<file path="src/rtl/ifmap_window_read_ctrl.sv">
// IFMap window read controller: streams buffer words into a circular spad,
// tracks completed rows in a descriptor queue and exposes WIN_ROWS-row windows.
module ifmap_window_read_ctrl #(
    parameter int SPAD_DEPTH = 16,
    parameter int ADDR_W     = $clog2(SPAD_DEPTH),
    parameter int MAX_ROWS   = 4,
    parameter int WIN_ROWS   = 3,
    parameter int STRIDE     = 1,
    parameter int ROW_W      = $clog2(MAX_ROWS + 1)
) (
    input  logic              clk,
    input  logic              rst,
    input  logic              init,
    input  logic              stall,
    input  logic              clr_addr,
    input  logic              buf_valid,
    input  logic              start_row,
    input  logic              end_row,
    input  logic              done,
    output logic              ren_buf,
    output logic              wen_spad,
    output logic [ADDR_W-1:0] spad_waddr,
    output logic              win_valid,
    output logic [ADDR_W-1:0] win_start,
    output logic [ADDR_W-1:0] win_end,
    output logic [ROW_W-1:0]  rows_held,
    output logic              spad_full,
    output logic              protocol_err
);
    localparam int OCC_W  = $clog2(SPAD_DEPTH + 1);
    localparam int QIDX_W = (MAX_ROWS > 1) ? $clog2(MAX_ROWS) : 1;

    typedef enum logic [1:0] {S_IDLE, S_FILL, S_WINDOW} state_t;

    state_t              state, state_n;
    logic [ADDR_W-1:0]   wptr, wptr_n;
    logic [OCC_W-1:0]    occ, occ_n;
    logic [QIDX_W-1:0]   head, tail, head_n;
    logic [ROW_W-1:0]    rows, rows_n;
    logic                row_open;
    logic [ADDR_W-1:0]   open_start;
    logic [ADDR_W-1:0]   q_start [MAX_ROWS];
    logic [ADDR_W-1:0]   q_end   [MAX_ROWS];
    logic                err;

    logic                queue_full, accept, done_acc, push, err_set;
    logic                anchor_ok;
    logic [ADDR_W-1:0]   anchor, push_start;
    logic [OCC_W-1:0]    a_ext, o_ext, freed;

    // base < MAX_ROWS and off <= MAX_ROWS, so one conditional subtract wraps it
    function automatic logic [QIDX_W-1:0] qidx(input logic [QIDX_W-1:0] base, input int off);
        int s;
        s = int'(base) + off;
        if (s >= MAX_ROWS) s = s - MAX_ROWS;
        return QIDX_W'(s);
    endfunction

    assign queue_full = (rows == ROW_W'(MAX_ROWS));
    assign spad_full  = (occ == OCC_W'(SPAD_DEPTH));
    assign win_valid  = (state == S_WINDOW);
    assign accept     = buf_valid & ~stall & (state != S_IDLE) & ~spad_full
                        & ~(start_row & queue_full);
    assign done_acc   = done & win_valid & ~stall;
    assign push       = accept & end_row & (row_open | start_row);
    assign push_start = start_row ? wptr : open_start;
    assign tail       = qidx(head, int'(rows));
    assign head_n     = qidx(head, STRIDE);
    assign wptr_n     = (wptr == ADDR_W'(SPAD_DEPTH - 1)) ? '0 : wptr + 1'b1;

    assign err_set = ~stall & ((done & ~win_valid)
                     | (accept & start_row & row_open)
                     | (accept & ~row_open & ~start_row));

    // New oldest-word anchor after a pop: next queued row, else the open row,
    // else nothing survives and every resident word is released.
    always_comb begin
        anchor_ok = 1'b0;
        anchor    = '0;
        if (int'(rows) > STRIDE) begin
            anchor_ok = 1'b1;
            anchor    = q_start[head_n];
        end else if (row_open) begin
            anchor_ok = 1'b1;
            anchor    = open_start;
        end
        a_ext = OCC_W'(anchor);
        o_ext = OCC_W'(q_start[head]);
        if (!anchor_ok)
            freed = occ;
        else if (a_ext >= o_ext)
            freed = a_ext - o_ext;
        else
            freed = a_ext + OCC_W'(SPAD_DEPTH) - o_ext;
    end

    always_comb begin
        occ_n  = occ;
        rows_n = rows;
        if (accept) occ_n = occ_n + 1'b1;
        if (done_acc) occ_n = occ_n - freed;
        if (push) rows_n = rows_n + 1'b1;
        if (done_acc) rows_n = rows_n - ROW_W'(STRIDE);
    end

    always_comb begin
        state_n = state;
        case (state)
            S_IDLE:   if (init && !stall) state_n = S_FILL;
            S_FILL:   if (int'(rows_n) >= WIN_ROWS) state_n = S_WINDOW;
            S_WINDOW: if (int'(rows_n) < WIN_ROWS) state_n = S_FILL;
            default:  state_n = S_IDLE;
        endcase
    end

    always_ff @(posedge clk or negedge rst) begin
        if (!rst) begin
            state      <= S_IDLE;
            wptr       <= '0;
            occ        <= '0;
            head       <= '0;
            rows       <= '0;
            row_open   <= 1'b0;
            open_start <= '0;
            for (int i = 0; i < MAX_ROWS; i++) begin
                q_start[i] <= '0;
                q_end[i]   <= '0;
            end
        end else if (clr_addr) begin
            state    <= S_IDLE;
            wptr     <= '0;
            occ      <= '0;
            head     <= '0;
            rows     <= '0;
            row_open <= 1'b0;
        end else if (!stall) begin
            state <= state_n;
            occ   <= occ_n;
            rows  <= rows_n;
            if (done_acc) head <= head_n;
            if (accept) begin
                wptr <= wptr_n;
                if (start_row) open_start <= wptr;
                if (end_row && (row_open || start_row))
                    row_open <= 1'b0;
                else if (start_row)
                    row_open <= 1'b1;
            end
            if (push) begin
                q_start[tail] <= push_start;
                q_end[tail]   <= wptr;
            end
        end
    end

    always_ff @(posedge clk or negedge rst) begin
        if (!rst)
            err <= 1'b0;
        else if (err_set)
            err <= 1'b1;
    end

    assign ren_buf      = accept;
    assign wen_spad     = accept;
    assign spad_waddr   = wptr;
    assign rows_held    = rows;
    assign protocol_err = err;
    assign win_start    = win_valid ? q_start[head] : '0;
    assign win_end      = win_valid ? q_end[qidx(head, WIN_ROWS - 1)] : '0;

endmodule

</file>
<file path="config.mk">
export PLATFORM = sky130hd
export DESIGN_NAME = ifmap_window_read_ctrl
export DESIGN_NICKNAME = d
export VERILOG_FILES = /design/src/rtl/ifmap_window_read_ctrl.sv
export SDC_FILE = /design/constraint.sdc
export NUM_CORES = 1
export LEC_CHECK = 0
export BUFFER_PORTS_ARGS = -buffer_cell sky130_fd_sc_hd__buf_2
export CAP_MARGIN = 15
export CORE_ASPECT_RATIO = 1.2
export CORE_UTILIZATION = 32
export DETAILED_ROUTE_END_ITERATION = 10
export PLACE_DENSITY = 0.55
export SLEW_MARGIN = 20
export SYNTH_ARGS = -nofsm -noshare
export SYNTH_HDL_FRONTEND = slang
export SYNTH_SLANG_ARGS = --single-unit
</file>
<file path="constraint.sdc">
create_clock -name clk -period 4.08 [get_ports clk]
set_clock_uncertainty 0.15 [all_clocks]
set_input_delay 0.816 -clock clk [delete_from_list [all_inputs] [get_ports clk]]
set_output_delay 0.816 -clock clk [all_outputs]
set_load 0.1 [all_outputs]
</file>
==> impl_metrics.env, run 1 <==
export IMPL_ios=29
export IMPL_leakage_nw=1.70
export IMPL_synth_avg_cell_area_um2=10.3
export IMPL_post_route_min_period_ps=3770
export IMPL_fp_dieH_um=114
export IMPL_ctsLongestPathBuffers=2
export IMPL_cts_resized=0
export IMPL_placed_cells=470
export IMPL_antenna_found_initial=0
export IMPL_cts_made_buffers=5
export IMPL_vias_per_cell=5.12
export IMPL_seq_area_um2=1350
export IMPL_synth_seq_area_share=0.401
export IMPL_drive_above_1_share=0.239
export IMPL_ctsHoldBuffers=0
export IMPL_met2_length_mm=4.11
export IMPL_period_share=0.924
export IMPL_cts_tree="built"
export IMPL_multiInputGateArea_um2=1870
export IMPL_critPathKind="reg -> reg"
export IMPL_vdd_drop_max_uv=208
export IMPL_slew_viol_final=0
export IMPL_cp_end_kind="register"
export IMPL_drtIter0Drc=96
export IMPL_wl_met3_um=112
export IMPL_cellPowerDensity_nw_per_um2=331
export IMPL_instances_no_fill=477
export IMPL_nFillCells=1052
export IMPL_final_antenna_net_count=0
export IMPL_fmax_ghz=0.265
export IMPL_drcViolationCount=0
export IMPL_firstDrtPassIters=4
export IMPL_synth_distinct_cells=53
export IMPL_worstPathCellList="buf_4, mux4_2, ha_1, maj3_1, o21bai_1, xor2_1, mux2i_1, ha_1, o21ai_0, nand2b_1, nor3b_1, mux2i_1, a21oi_1, mux2_1"
export IMPL_cp_arrival_ps=3790
export IMPL_hold_violations=0
export IMPL_finish_instance_area_um2=3800
export IMPL_synth_edf_count=0
export IMPL_htreeDepth=2
export IMPL_clock_sinks=54
export IMPL_top_layer="met4"
export IMPL_grt_remaining_overflow=0
export IMPL_postSynthNetCount=354
export IMPL_die_x_um=95.7
export IMPL_wl_met1_mm=3.32
export IMPL_synthCells=328
export IMPL_syn_to_final_growth_pct=12.9
export IMPL_tns_ps=0
export IMPL_clk_pin_slew_ps=70
export IMPL_grt_usage=0.154
export IMPL_num_vias=2441
export IMPL_core_area_um2=10100
export IMPL_initial_core_util=0.333
export IMPL_clockRootBuffer="clkbuf_16"
export IMPL_port_buffers=28
export IMPL_place_area_um2=3630
export IMPL_max_slew_margin=0.487
export IMPL_drv_cap=0
export IMPL_setup_viol=0
export IMPL_synth_seq_cells=54
export IMPL_crit_path_max_fanout=5
export IMPL_max_stage_delay_ps=520
export IMPL_grt_pass1_vias=2488
export IMPL_rows=40
export IMPL_clock_latency_ps=290
export IMPL_final_nets=377
export IMPL_crit_required_ps=4100
export IMPL_rsz0062_at_grt="no"
export IMPL_cts_setup_buffers=0
export IMPL_ys_async_sr_fraction=1.00
export IMPL_yosysWarnings=0
export IMPL_wl_per_cell_um=16.1
export IMPL_worst_pin_slew_ps=769
export IMPL_grt_pass1_wl_mm=12.7
export IMPL_status="finished, final reports clean"
export IMPL_diodes=0
export IMPL_slowest_stage="mux4_2"
export IMPL_wl_mm=7.69
export IMPL_synth_ff_type="dfrtp_1"
export IMPL_place_hpwl_mm=5.80
export IMPL_critical_path_startpoint_type="register"
export IMPL_routabilityCongestion=0.836
export IMPL_hold_path_class="reg -> reg"
export IMPL_fp_dieArea_um2=10900
export IMPL_post_synth_instance_area_um2=3370
export IMPL_grt_max_degree=36
-- cells by family after synthesis --
family / Yosys count / share of synthesized area
muxes: 41 / 0.169
xor gates and xnor gates: 19 / 0.0494
AOI/OAI and AO/OA: 58 / 0.107
and+or+nand+nor: 105 / 0.161
buffers and inverters: 33 / 0.0442
DFF: 54 / 0.401
adders and majority gates: 18 / 0.0684
-- power by group --
group          switching, W  internal (W)  leakage (nW)
sequential        0.0000297      0.000563         0.734
combinational      0.000118     0.0000742         0.882
clock              0.000187      0.000287        0.0799
total              0.000334      0.000924          1.70
-- worst max-delay path, delay by kind of cell (launching register included) --
kind	cells	cell delay (ps)
compound gates	3	410
buf+inv	1	190
fa+ha+maj	3	910
flops	1	410
mux	4	1050
xor+xnor	1	210
simple gates	2	330
-- routing by layer --
layer / up-vias / track usage
li1: 1193 / -
met1: 1215 / 0.190
met2: 23 / 0.272
met3: 10 / 0.0186
met4: 0 / 0.0557
met5: - / 0
-- cell usage after synthesis (2+ instances only) --
master,instances,area [µm²]
dfrtp_1,54,1350
nand2_1,37,139
nor2_1,26,97.6
o21ai_0,25,125
mux2_2,17,191
ha_1,16,200
xnor2_1,13,114
a21oi_1,12,60.1
clkbuf_1,12,45.0
inv_1,12,45.0
mux2i_1,12,120
mux4_2,11,248
and2_1,10,62.6
nand3_1,7,35.0
a211oi_1,6,45.0
xor2_1,6,52.6
buf_2,4,20.0
nor2b_1,4,25.0
a31oi_1,3,18.8
nor3_1,3,15.0
a21oi_2,2,17.5
buf_4,2,15.0
nand2b_1,2,12.5
nand4_1,2,12.5
nor3b_1,2,15.0
-- flip-flops by register name (all words and copies together), names as in the netlist --
register,cells
open_start,4
q_start,16
row_open,1
head,2
protocol_err,1
q_end,16
spad_waddr,4
rows_held,3
state,2
occ,5
-- layout by cell type, fill, tap and decap left out, drive strengths merged, types with 10 or more instances in the layout --
cell type | synthesis | final
dfrtp | 54 | 54
nand2 | 37 | 37
buf | 7 | 35
nor2 | 26 | 26
o21ai | 25 | 25
mux2 | 18 | 18
ha | 16 | 16
a21oi | 14 | 14
xnor2 | 13 | 13
inv | 13 | 13
mux2i | 12 | 12
mux4 | 11 | 11
and2 | 10 | 10
-- area by class of cell --
class                      instances  area share
clock buffer                       5      0.0329
clock inverter                     2      0.0102
inverter                          14      0.0151
multi-input combinational        241       0.493
sequential                        54       0.356
tap                              126      0.0415
timing repair buffer              35      0.0517
-- stage by stage --
| stage | util | setup slack [ps] | hold WS, ps | total power [W] |
|---|---|---|---|---|
| after floorplan | - | 32.5 | 311 | 0.000733 |
| after global placement | 0.359 | 359 | 331 | 0.000791 |
| after global routing | 0.376 | 1.94 | 375 | 0.00132 |
| after detailed placement | 0.359 | 189 | 338 | 0.000797 |
| after CTS | 0.375 | 215 | 355 | 0.00128 |
| final | 0.376 | 310 | 357 | 0.00126 |
-- final timing paths --
path,end,from,slack (ps),depth (start not counted)
max in group asynchronous,rows_held[1],rst,2540,2
max,occ[4],head[0],310,14
min in group asynchronous,q_end[3],rst,440,1
min reg2reg,q_end[11],q_end[11],360,1
max reg2reg,occ[4],head[0],310,14
min,q_end[11],q_end[11],360,1
Power figures use the tool's default switching activity.
==> run 2: changes to the inputs <==
--- a/config.mk
+++ b/config.mk
@@ -9,6 +9,7 @@
 export CAP_MARGIN = 15
 export CORE_ASPECT_RATIO = 1.2
 export CORE_UTILIZATION = 32
+export CTS_BUF_LIST = sky130_fd_sc_hd__clkbuf_4
 export DETAILED_ROUTE_END_ITERATION = 10
 export PLACE_DENSITY = 0.55
 export SLEW_MARGIN = 20
==> impl_metrics.env, run 2 (synthesized netlist as in run 1, its figures left out) <==
export IMPL_initial_core_util=0.333
export IMPL_layout_commonest_cell="dfrtp_1"
export IMPL_grt_usage=0.154
export IMPL_grt_max_degree=36
export IMPL_tns_ps=0
export IMPL_ios=29
export IMPL_fp_dieH_um=114
export IMPL_antenna_found_initial=1
export IMPL_cts_tree="built"
export IMPL_p_int_w=0.000764
export IMPL_critPathKind="reg -> reg"
export IMPL_vdd_drop_max_uv=217
export IMPL_period_share=0.926
export IMPL_netSwitchingFraction=0.294
export IMPL_drive_above_1_share=0.245
export IMPL_clockRootBuffer="clkbuf_4"
export IMPL_ctsLongestPathBuffers=2
export IMPL_wl_mm=7.65
export IMPL_hold_violations=0
export IMPL_setup_viol=0
export IMPL_die_x_um=95.7
export IMPL_reg2regPathDepth=14
export IMPL_slowest_stage="mux4_2"
export IMPL_drv_cap=0
export IMPL_cellPowerDensity_nw_per_um2=291
export IMPL_port_buffers=28
export IMPL_crit_path_max_fanout=5
export IMPL_drtIter0Drc=119
export IMPL_final_cell_mix="dfrtp_1, nand2_1, buf_2, nor2_1, o21ai_0"
export IMPL_fmax_ghz=0.265
export IMPL_clk_pin_slew_ps=150
export IMPL_rr_endpoint="occ[4]"
export IMPL_r2r_start="head[0]"
export IMPL_wl_met3_um=115
export IMPL_p_comb_frac=0.177
export IMPL_multiInputGateArea_um2=1880
export IMPL_routabilityCongestion=0.836
export IMPL_clock_latency_ps=390
export IMPL_firstDrtPassIters=4
export IMPL_slew_viol_final=0
export IMPL_place_hpwl_mm=5.80
export IMPL_fp_dieArea_um2=10900
export IMPL_htreeDepth=2
export IMPL_seq_area_um2=1360
export IMPL_final_nets=377
export IMPL_critical_path_startpoint_type="register"
export IMPL_post_route_min_period_ps=3780
export IMPL_vias_per_cell=5.05
export IMPL_finish_instance_area_um2=3720
export IMPL_nFillCells=1054
export IMPL_grt_pass1_vias=2453
export IMPL_status="finished, final reports clean"
export IMPL_core_area_um2=10100
export IMPL_worstPathCellList="buf_4, mux4_2, ha_1, maj3_1, o21bai_1, xor2_1, mux2i_1, ha_1, o21ai_0, nand2b_1, nor3b_1, mux2i_1, a21oi_1, mux2_1"
export IMPL_max_stage_delay_ps=520
export IMPL_num_vias=2414
export IMPL_worst_pin_slew_ps=788
export IMPL_crit_required_ps=4220
export IMPL_drcViolationCount=0
export IMPL_place_area_um2=3630
export IMPL_met2_length_mm=4.17
export IMPL_crit_family="multiplexers"
export IMPL_cts_made_buffers=5
export IMPL_cp_end_kind="register"
export IMPL_switchingPower_w=0.000318
export IMPL_grt_pass1_wl_mm=12.6
export IMPL_p_total_w=0.00108
export IMPL_cp_arrival_ps=3920
export IMPL_clock_sinks=54
export IMPL_leakage_nw=1.66
export IMPL_seq_power_share=0.548
export IMPL_worst_r2r_setup_slack_ps=300
export IMPL_reg_top3="q_end x16, q_start x16, occ x5"
export IMPL_final_antenna_net_count=0
export IMPL_rsz0062_at_grt="no"
export IMPL_syn_to_final_growth_pct=10.5
export IMPL_worst_path_buf_inv=1
export IMPL_hold_path_class="in -> async"
export IMPL_top_layer="met4"
export IMPL_wl_per_cell_um=16.0
export IMPL_rows=40
export IMPL_grt_remaining_overflow=0
export IMPL_clockPowerShare=0.275
export IMPL_max_slew_margin=0.474
export IMPL_wl_met1_mm=3.22
==> run 2: cell types whose count changed in the layout (fill, tap and decap cells not counted), sizes merged <==
cell / previous run / this run
diode: 0 / 1
==> run 2: metal layers <==
metal,global-route usage,up-vias
met5,0,-
met4,0.0577,0
met3,0.0179,7
met2,0.272,20
met1,0.188,1191
li1,-,1196
==> run 2: layout make-up <==
type | instances | area share
Multi-Input combinational cell | 241 | 0.504
Sequential cell | 54 | 0.364
Timing Repair Buffer | 35 | 0.0528
Tap cell | 126 | 0.0424
Inverter | 14 | 0.0155
Clock inverter | 2 | 0.0104
Clock buffer | 5 | 0.0101
Antenna cell | 1 | 0.000672
==> run 2: power groups by stage <==
stage	combinational [W]	clock (W)	sequential [W]
3_3_place_gp	0.000190	0	0.000601
2_1_floorplan	0.000137	0	0.000595
6_report	0.000191	0.000298	0.000592
5_1_grt	0.000215	0.000329	0.000596
3_5_place_dp	0.000195	0	0.000602
4_1_cts	0.000195	0.000310	0.000591
==> run 2: timing repair <==
action / CTS / global route
hold buffers: 0 / 0
buffers inserted: 0 / 0
resized for setup: 0 / 4
endpoints found under the setup margin: 0 / 1
==> run 2: worst max-delay path by stage <==
stage          endpoint         start  depth (start not counted)  slack [ps]
2_1_floorplan    occ[4]  rows_held[1]                         16          30
3_3_place_gp     occ[4]       head[0]                         17         360
3_5_place_dp     occ[4]     start_row                         14         190
4_1_cts          occ[4]       head[0]                         17         200
5_1_grt          occ[4]  rows_held[2]                         16          40
6_report         occ[4]       head[0]                         14         300
==> run 2: through the flow <==
step,worst slack [ps],instances,util,hold WS [ps]
global placement,359,470,0.359,331
finish,302,478,0.368,333
detailed placement,189,470,0.359,338
CTS,204,477,0.367,344
global route,38.0,478,0.368,379
floorplan,32.5,328,-,311
==> run 3: changes to the inputs <==
==> constraint.sdc (replaced) <==
create_clock -name clk -period 4.08 [get_ports clk]
set_clock_uncertainty 0.15 [all_clocks]
set_input_delay 0.408 -clock clk [delete_from_list [all_inputs] [get_ports clk]]
set_output_delay 0.408 -clock clk [all_outputs]
set_load 0.1 [all_outputs]
==> impl_metrics.env, run 3 (synthesized netlist as in run 1, its figures left out) <==
export IMPL_cts_tree="built"
export IMPL_instances_no_fill=480
export IMPL_rsz0062_at_grt="no"
export IMPL_drtIter0Drc=88
export IMPL_worstPathCellList="mux4_2, inv_2, xnor2_1, ha_1, mux2_2, fa_1, nor2b_1, o21ai_0, nand2b_1, nor3b_1, mux2i_1, a21oi_1, mux2_1"
export IMPL_grt_pass1_wl_mm=12.9
export IMPL_firstDrtPassIters=4
export IMPL_final_cell_mix="dfrtp_1, nand2_1, buf_2, nor2_1, o21ai_0"
export IMPL_crit_path_max_fanout=9
export IMPL_cts_made_buffers=5
export IMPL_critPathCapture="occ[4]"
export IMPL_vdd_drop_max_uv=170
export IMPL_fin_util=0.367
export IMPL_core_area_um2=10100
export IMPL_rr_endpoint="occ[4]"
export IMPL_post_route_min_period_ps=3770
export IMPL_routabilityCongestion=0.816
export IMPL_num_vias=2464
export IMPL_grt_usage=0.156
export IMPL_max_slew_margin=0.552
export IMPL_clk_pin_slew_ps=160
export IMPL_leakage_nw=1.66
export IMPL_antenna_found_initial=1
export IMPL_rows=40
export IMPL_worst_r2r_setup_slack_ps=310
export IMPL_drcViolationCount=0
export IMPL_slowest_stage="mux4_2"
export IMPL_drv_cap=0
export IMPL_drive_above_1_share=0.244
export IMPL_path_depth=13
export IMPL_wl_per_cell_um=16.2
export IMPL_final_nets=379
export IMPL_cellPowerDensity_nw_per_um2=275
export IMPL_hold_violations=0
export IMPL_final_antenna_net_count=0
export IMPL_crit_family="multiplexers"
export IMPL_placed_cells=471
export IMPL_tns_ps=0
export IMPL_reg2regPathDepth=13
export IMPL_clockRootBuffer="clkbuf_4"
export IMPL_r2r_start="head[1]"
export IMPL_critPathKind="reg -> reg"
export IMPL_initial_core_util=0.333
export IMPL_slew_viol_final=0
export IMPL_worst_path_buf_inv=1
export IMPL_crit_path_start="head[1]"
export IMPL_critical_path_startpoint_type="register"
export IMPL_wl_mm=7.77
export IMPL_vias_per_cell=5.13
export IMPL_fmax_ghz=0.265
export IMPL_fp_dieH_um=114
export IMPL_syn_to_final_growth_pct=10.1
export IMPL_ctsLongestPathBuffers=2
export IMPL_reg_top3="q_end x16, q_start x16, occ x5"
export IMPL_die_x_um=95.7
export IMPL_max_stage_delay_ps=620
export IMPL_place_hpwl_mm=5.66
export IMPL_port_buffers=28
export IMPL_cp_arrival_ps=3900
export IMPL_cp_end_kind="register"
export IMPL_crit_required_ps=4220
export IMPL_period_share=0.923
export IMPL_ios=29
export IMPL_worst_pin_slew_ps=672
export IMPL_clock_latency_ps=390
export IMPL_grt_remaining_overflow=0
export IMPL_fp_dieArea_um2=10900
export IMPL_grt_max_degree=51
export IMPL_setup_viol=0
export IMPL_clock_sinks=54
export IMPL_hold_path_class="in -> reg"
export IMPL_status="finished, final reports clean"
export IMPL_layout_commonest_cell="dfrtp_1"
export IMPL_htreeDepth=2
export IMPL_grt_pass1_vias=2506
run 3: cell count changes in the layout (fill, tap and decap cells not counted):
cell,change
inv_6,+1
bufinv_16,-1
nor2_1,+1
clkinv_2,+1
nor2_2,-1
buf_4,+2
dlygate4sd3_1,+1
clkinv_4,-1
buf_6,-1
run 3: per-layer routing:
metal / up-vias / global-route usage / routed length, µm
met5: - / 0 / 0
met1: 1215 / 0.191 / 3440
met2: 40 / 0.273 / 3990
li1: 1196 / - / -
met3: 13 / 0.0206 / 171
met4: 0 / 0.0617 / 170
run 3: power breakdown:
part | switching (W) | internal [W] | leakage, nW | total [W]
logic | 0.000114 | 0.0000744 | 0.891 | 0.000189
registers | 0.0000284 | 0.000563 | 0.733 | 0.000591
clock network | 0.000175 | 0.0000658 | 0.0315 | 0.000241
run 3: final cells by class:
type / count / area, µm²
timing repair buffer: 37 / 210
inverter: 14 / 57.6
clock buffer: 5 / 37.5
sequential: 54 / 1360
clock inverter: 2 / 13.8
multi-input combinational: 241 / 1870
fill: 1040 / 6400
antenna: 1 / 2.50
tap: 126 / 158
run 3: per-stage QoR:
step / worst slack [ps] / power, W / instance area [µm²] / hold slack [ps]
after floorplan: 32.5 / 0.000733 / 3370 / -37.6
after global placement: 319 / 0.000786 / 3640 / 68.9
after detailed placement: 269 / 0.000791 / 3640 / 71.0
after CTS: 214 / 0.00103 / 3700 / 86.4
after global routing: 63.4 / 0.00108 / 3710 / 85.6
final: 313 / 0.00102 / 3710 / 102
run 3: worst min path at each step:
stage	startpoint	end	slack [ps]	cells past startpoint
final	end_row	row_open	100	2
after detailed placement	rst	q_end[7]	70	1
after CTS	end_row	row_open	90	2
after floorplan	rst	head[0]	-40	0
after global routing	end_row	row_open	90	2
after global placement	rst	q_end[3]	70	1
run 3: repair_timing:
item | in CTS | in global routing
gates resized for setup | 0 | 2
setup buffers | 0 | 0
endpoints found under the setup margin | 0 | 1
endpoints found under the hold margin | 4 | 0
hold buffers | 1 | 0
run 3: worst reg2reg max path: stages, from the launching register on:
cell and delay (ps):
dfrtp_1 610, mux4_2 620, inv_2 100, xnor2_1 120, ha_1 250, mux2_2 290
fa_1 440, nor2b_1 120, o21ai_0 80, nand2b_1 130, nor3b_1 190, mux2i_1 90
a21oi_1 160, mux2_1 330
